**config.mk**
```make
export PLATFORM = sky130hd
export DESIGN_NAME = credit_source
export DESIGN_NICKNAME = d
export VERILOG_FILES = /design/src/rtl/credit_source.sv
export SDC_FILE = /design/constraint.sdc
export NUM_CORES = 1
export LEC_CHECK = 0
export ABC_AREA = 1
export BUFFER_PORTS_ARGS = -buffer_cell sky130_fd_sc_hd__buf_4
export CORE_ASPECT_RATIO = 1.1
export CORE_MARGIN = 3
export CORE_UTILIZATION = 45
export CTS_CLUSTER_SIZE = 10
export DETAILED_ROUTE_END_ITERATION = 8
export HOLD_SLACK_MARGIN = 0.1
export PLACE_DENSITY_LB_ADDON = 0.08
export SYNTH_ARGS = -nofsm -noshare
export SYNTH_HDL_FRONTEND = slang
export SYNTH_SLANG_ARGS = --single-unit
```
**constraint.sdc**
```tcl
create_clock -name clk -period 7.13 [get_ports clk]
set_input_delay 1.426 -clock clk [delete_from_list [all_inputs] [get_ports clk]]
set_output_delay 1.426 -clock clk [all_outputs]
set_load 0.05 [all_outputs]
```
**src/rtl/credit_source.sv**
```systemverilog
// Transmit end of the Avalon-ST credit link: forwards one upstream beat per
// held credit and hands unused credits back to the sink at packet boundaries.
module credit_source #(
  parameter int data_width    = 128,
  parameter int empty_width   = 4,
  parameter int channel_width = 10,
  parameter int credit_width  = 5,
  parameter int idle_cycles   = 64
) (
  input  logic                     clk,
  input  logic                     reset,
  input  logic [channel_width-1:0] avsi_channel,
  input  logic [data_width-1:0]    avsi_data,
  input  logic                     avsi_valid,
  input  logic                     avsi_sop,
  input  logic                     avsi_eop,
  input  logic [empty_width-1:0]   avsi_empty,
  output logic                     avsi_ready,
  input  logic                     update_credit,
  input  logic [credit_width-1:0]  credit,
  output logic                     return_credit,
  output logic [channel_width-1:0] avso_channel,
  output logic [data_width-1:0]    avso_data,
  output logic                     avso_valid,
  output logic                     avso_sop,
  output logic                     avso_eop,
  output logic [empty_width-1:0]   avso_empty,
  input  logic                     return_all,
  output logic                     credit_overflow,
  output logic [credit_width:0]    credit_cnt
);

  localparam int CNT_W = credit_width + 1;
  localparam int SUM_W = credit_width + 2;
  localparam int TMR_W = (idle_cycles > 1) ? $clog2(idle_cycles) : 1;
  localparam logic [CNT_W-1:0] CNT_MAX = '1;

  typedef enum logic {NORMAL, DRAIN} state_e;

  state_e                   state_q, state_d;
  logic [CNT_W-1:0]         cnt_q, cnt_d;
  logic                     ovf_q, ovf_d;
  logic                     in_pkt_q, in_pkt_d;
  logic                     pend_q, pend_d;
  logic [TMR_W-1:0]         timer_q, timer_d;
  logic                     ret_q, ret_d;
  logic [channel_width-1:0] channel_q;
  logic [data_width-1:0]    data_q;
  logic                     valid_q, sop_q, eop_q;
  logic [empty_width-1:0]   empty_q;

  logic             accept;
  logic             idle_cond;
  logic             idle_fire;
  logic [SUM_W-1:0] sum;

  assign avsi_ready = (state_q == NORMAL) && (cnt_q != '0);
  assign accept     = avsi_valid & avsi_ready;

  always_comb begin
    ret_d     = (state_q == DRAIN) && (cnt_q != '0);
    sum       = SUM_W'(cnt_q) + (update_credit ? SUM_W'(credit) : '0)
              - SUM_W'(accept) - SUM_W'(ret_d);
    cnt_d     = sum[CNT_W-1:0];
    ovf_d     = ovf_q;
    if (sum > SUM_W'(CNT_MAX)) begin
      cnt_d = CNT_MAX;
      ovf_d = 1'b1;
    end

    in_pkt_d = in_pkt_q;
    if (accept) begin
      if (avsi_eop)      in_pkt_d = 1'b0;
      else if (avsi_sop) in_pkt_d = 1'b1;
    end

    // An accepting cycle is never idle, so a beat landing on the last
    // timer cycle restarts the count instead of triggering a return.
    idle_cond = (idle_cycles != 0) && (state_q == NORMAL) && (cnt_q != '0)
              && !in_pkt_q && !accept;
    idle_fire = idle_cond && (timer_q == TMR_W'(idle_cycles - 1));
    timer_d   = timer_q;
    if (accept || (cnt_q == '0) || idle_fire) timer_d = '0;
    else if (idle_cond)                       timer_d = timer_q + 1'b1;

    state_d = state_q;
    case (state_q)
      NORMAL: if (!in_pkt_d && (pend_q || idle_fire)) state_d = DRAIN;
      DRAIN:  if ((cnt_q == '0) && !update_credit)    state_d = NORMAL;
      default: state_d = NORMAL;
    endcase

    pend_d = pend_q;
    if ((state_q == NORMAL) && (state_d == DRAIN)) pend_d = 1'b0;
    if (return_all)                                pend_d = 1'b1;
  end

  always_ff @(posedge clk or posedge reset) begin
    if (reset) begin
      state_q   <= NORMAL;
      cnt_q     <= '0;
      ovf_q     <= 1'b0;
      in_pkt_q  <= 1'b0;
      pend_q    <= 1'b0;
      timer_q   <= '0;
      ret_q     <= 1'b0;
      channel_q <= '0;
      data_q    <= '0;
      valid_q   <= 1'b0;
      sop_q     <= 1'b0;
      eop_q     <= 1'b0;
      empty_q   <= '0;
    end else begin
      state_q  <= state_d;
      cnt_q    <= cnt_d;
      ovf_q    <= ovf_d;
      in_pkt_q <= in_pkt_d;
      pend_q   <= pend_d;
      timer_q  <= timer_d;
      ret_q    <= ret_d;
      valid_q  <= accept;
      if (accept) begin
        channel_q <= avsi_channel;
        data_q    <= avsi_data;
        sop_q     <= avsi_sop;
        eop_q     <= avsi_eop;
        empty_q   <= avsi_eop ? avsi_empty : '0;
      end
    end
  end

  assign return_credit   = ret_q;
  assign avso_channel    = channel_q;
  assign avso_data       = data_q;
  assign avso_valid      = valid_q;
  assign avso_sop        = sop_q;
  assign avso_eop        = eop_q;
  assign avso_empty      = empty_q;
  assign credit_overflow = ovf_q;
  assign credit_cnt      = cnt_q;

endmodule

```
# [Word-level counts from Yosys, hierarchy flattened]
# Index checks and enable logic that the tools add are counted.
[word_totals] ff_bits=162 latch_bits=0 ram_bits=0 romBits=0 in_bits=154 output_inout_bits=154 word_cells=53 memories=0
[classes] add_sub_neg=4 n_mul=0 n_div=0 n_lt_le_gt_ge=1 eq_ne=1 n_shift=0 n_mux=13 bitwise=2 reduce_logical=19
[ops] operator="two-way mux 6 bit" n=3
[ops] operator="subtractor 7 x 1 -> 7 bit" n=2
[ops] operator="logical AND 1 bit" n=8
[ops] operator="adder 6 x 5 -> 7 bit" n=1
[ops] operator="> comparator 7 x 6 -> 1 bit, second input constant" n=1
[ops] operator="two-way mux 1 bit" n=7
[ops] operator="adder 6 x 1 -> 6 bit, second input constant" n=1
[ops] operator="== test 6 bit, second input constant" n=1
[ops] operator="logical NOT 6 bit" n=1
[ops] operator="nonzero test 6 bit" n=1
[ops] operator="two-way mux 5 bit" n=1
[ops] operator="logical NOT 1 bit" n=4
[ops] operator="two-way mux 4 bit" n=1
[ops] operator="nonzero test 2 bit" n=2
[ops] operator="logical OR 1 bit" n=3
[ops] operator="case mux 1 bit (2 select lines)" n=1
[ops] operator="bitwise AND 1 bit" n=1
[ops] operator="inverter 1 bit" n=1

# [Depth between registers and ports, before layout]
[depth] word_depth=13 depth_mapped=15 mapped_depth_nobuf=14

# [Worst setup path before layout]
# OpenSTA, ideal clock, no wires.
[synth_timing] path_type="input to register" startpoint="in avsi_valid" endpoint="reg cnt_q[3] (netlist: credit_cnt[3])" setup_ns=0.123 arrival_ns=3.865 required_ns=7.007 path_slack_ns=3.142 cell_stages=12 path_buffers=1 cell_sequence="nand3_4 inv_2 buf_2 fa_1 fa_1 inv_1 ha_1 fa_1 nand4_1 nand4_1 nand2_1 nand2_1"
[synth_via] elab_chain_len=5
[synth_rtl] element="start, declared" line="14" source="input logic avsi_valid,"
[synth_rtl] element="bitwise AND 1 bit *" line="58" source="assign accept = avsi_valid & avsi_ready;"
[synth_rtl] element="via accept" line="52" source="logic accept;"
[synth_rtl] element="subtractor 7 x 1 -> 7 bit * (2 in series)" line="63" source="- SUM_W'(accept) - SUM_W'(ret_d);"
[synth_rtl] element="> comparator 7 x 6 -> 1 bit" line="66" source="if (sum > SUM_W'(CNT_MAX)) begin"
[synth_rtl] element="two-way mux 6 bit *" line="66"
[synth_rtl] element="via cnt_d[3]" line="41" source="logic [CNT_W-1:0] cnt_q, cnt_d;"
[synth_rtl] element="end signal, assigned" line="115" source="cnt_q <= cnt_d;"
[synth_rtl] element="end, declared" line="41"
# The timed path passes the listed nets; every way through them passes the cells marked *.
# A chain may end at the register's enable or synchronous reset.

# [Worst setup path after layout]
[layout_timing] startpoint="in avsi_valid" endpoint="reg cnt_q[2] (netlist: credit_cnt[2])"
[layout_via] elab_chain_len=5
[layout_rtl] element="bitwise AND 1 bit *" line="58"
[layout_rtl] element="subtractor 7 x 1 -> 7 bit * (2 in series)" line="63"
[layout_rtl] element="> comparator 7 x 6 -> 1 bit" line="66"
[layout_rtl] element="two-way mux 6 bit *" line="66"
[layout_rtl] element="via cnt_d[2]" line="41"
# Marks and branches as above.

==> results.cfg <==
[placement]
place_worst_setup_slack_ns = 1.53
place_area_sq_mm = 0.00904
io_buffers = 307
place.gp.congestion = 0.809
post-dp-hpwl_microns = 13500

[setup_path]
r2r_slack_ns = 2.46
endpoint_kind = flop
path_class = input pin to flop
cp.required_ns = 7.42
start_kind = input pin
crit_chain = buf_4 -> nand3_4 -> inv_4 -> fa_1 -> fa_1 -> inv_1 -> ha_1 -> fa_1 -> nand4_1 -> nand4_1 -> nand2_1 -> nand2_1
crit_fanout = 78
critPathArrivalTime_ns = 5.41
cp_slowest_stage_delay_ns = 0.85
path_delay_family = adder cells
critPathSlowestCell = inv_4
crit_top_cell = fa_1
crit_buf_inv = 3

[detailed_routing]
drtPass1Iterations = 4
wl_per_cell_microns = 14.8
num_vias = 5853
via_per_inst = 4.62
routed_wl_microns = 18700
ant_nets = 0
drc = 0
drt_iter0_drc = 335

[logic_synthesis]
synth.area.mux_share_pct = 0
synthSimpleGateAreaFrac_pct = 29.0
synth_seq_cells = 162
ys_types = 22
netlist_area_sq_mm = 0.00670
synth_compound_area_share_pct = 1.25
syn_inst = 764
synth-xor-area-share_pct = 0.784
syn_area_per_cell_sq_um = 8.77
seq_area_frac_synth_pct = 60.5
synth_fa_ha_area_share_pct = 2.95
synth_top_family_by_area = simple AND/OR/NAND/NOR gates
synth_warnings = 0
syn_nets = 932

[sta]
rsz0062_at_grt = no
worstMarginPinSlew_ns = 0.896
fmax_mhz = 195
setup_viol = 0
maxSlewHeadroom_pct = 40.3
hold_violations = 0
min_period_ns = 5.12
tns_ns = 0
maxSlewViolCount = 0
fin_skew_ns = 0.00520
finalCritPeriodShare_pct = 71.8
layout_setup_ws_ns = 2.01

[die]
start_util_pct = 46.2
fp.dieH_microns = 134
core_area_sq_mm = 0.0145
fp.dieW_microns = 122
rows = 46
die_area_sq_mm = 0.0164
io-pin-count = 308

[cells_and_area]
drive_gt1_share_pct = 32.1
area_growth_pct = 43.2
final_cell_area_sq_mm = 0.00959
fill_cells = 1272
layout_common_cells = nand2_1, buf_4, dfrtp_1
mostFrequentLayoutCell = nand2_1
final_nets = 1230
final_util_pct = 66.1
insertedDiodeCount = 0

[run]
drv_cap = 0

[cts]
cts-htree-levels = 4
holdBufCountCts = 0
cts_setup_buffers = 0
cts_tree = built
cts-resized-gates = 0
cts_made_buffers = 17
cts.clk_slew.worst_paths_ns = 0.06
clock-sinks = 162
clock_path_buffers = 2
clkLatencyLatePin_ns = 0.41
clock_tree.root_cell = clkbuf_16

[power]
max-vdd-ir-drop_v = 0.000321
seq_power_share_pct = 29.1
p_switching_w = 0.00268
p_sw_share_pct = 50.1
internal_power_w = 0.00267
comb_power_share_pct = 54.9
power_density_mw_per_mm2 = 558
clkPwrFrac_pct = 16.0
p_leak_nw = 5.47

[min_path]
hold_class = flop to flop

[global_route]
overflow = 0
grt_max_degree = 100
grt_pass1_wl_microns = 28800
grt.total_usage_pct = 22.6
grt_pass1_vias = 5604
antenna_found_initial = 0

[outcome]
run_status = finished, final reports clean
power groups by stage:
stage / combinational, W / sequential (W) / clock (W)
2_1_floorplan: 0.000652 / 0.00293 / 0
3_3_place_gp: 0.00294 / 0.00156 / 0
3_5_place_dp: 0.00297 / 0.00156 / 0
4_1_cts: 0.00297 / 0.00156 / 0.000874
5_1_grt: 0.00313 / 0.00161 / 0.000913
6_report: 0.00294 / 0.00156 / 0.000857
tightest hold or removal path, cell delays in order (launching register included):
cell	delay (ns)
dfrtp_1	0.34
nand2_1	0.05
nand2_1	0.06
layout make-up:
cell class	count	area, sq um	area share, %
inverters	37	146	1.53
repair buffers	310	2330	24.3
multi-input cells	534	2280	23.7
clock inverters	10	85.1	0.887
flip-flops and latches	162	4050	42.3
clock buffers	22	464	4.84
well taps	192	240	2.50
state kept, by name, indices dropped and copies added (netlist names), 4 cells and up:
register,flops
avso_channel,10
avso_data,128
credit_cnt,6
timer_q,6
avso_empty,4
kinds of logic (layout without fill, tap and decap cells):
kind of cell,after synthesis,count (layout)
simple gates,499,499
flops,162,162
buf+inv,68,379
compound gates,15,15
fa+ha+maj,14,14
xor+xnor,6,6
path summary, 6_finish.rpt:
path / from / endpoint / cells after the start
max: avsi_valid / credit_cnt[2] / 12
max in group asynchronous: reset / avso_eop / 3
max reg2reg: state_q / credit_cnt[2] / 12
min reg2reg: avso_data[95] / avso_data[95] / 2
min in group asynchronous: reset / avso_data[105] / 2
min: avso_data[95] / avso_data[95] / 2
cell usage after synthesis:
| cell | instances | area share, % |
|---|---|---|
| nand2_1 | 465 | 26 |
| dfrtp_1 | 162 | 61 |
| inv_1 | 36 | 2.0 |
| buf_2 | 16 | 1.2 |
| nor2_1 | 13 | 0.73 |
| ha_1 | 11 | 2.1 |
| buf_6 | 10 | 1.7 |
| nand4_1 | 9 | 0.84 |
| nand3_1 | 8 | 0.60 |
| o21ai_0 | 7 | 0.52 |
| buf_4 | 5 | 0.56 |
| a21oi_1 | 4 | 0.30 |
| fa_1 | 3 | 0.90 |
| xnor2_1 | 3 | 0.39 |
| xor2_1 | 3 | 0.39 |
| nand3_4 | 2 | 0.52 |
| o21bai_1 | 2 | 0.22 |
| a21o_1 | 1 | 0.11 |
| a31oi_1 | 1 | 0.093 |
| inv_2 | 1 | 0.056 |
| nand3_2 | 1 | 0.15 |
| or2_2 | 1 | 0.093 |
through the flow:
step	hold slack, ns	total power, W	instances
2_1_floorplan	0.505	0.00358	764
3_3_place_gp	0.463	0.00450	1235
3_5_place_dp	0.465	0.00453	1235
4_1_cts	0.482	0.00540	1267
5_1_grt	0.496	0.00565	1267
6_report	0.478	0.00535	1267
metal layers:
layer  routed length [microns]  vias up  part of all wire (%)  global-route usage [%]
met5                         0        -                     0                       0
met4                       507        0                   2.7                    8.90
met3                      1860       33                   9.9                    7.97
met2                      8920      227                    48                    37.3
met1                      7460     2676                    40                    27.0
li1                          -     2917                     -                       -
Note: power is estimated with default switching activity, not from simulation.
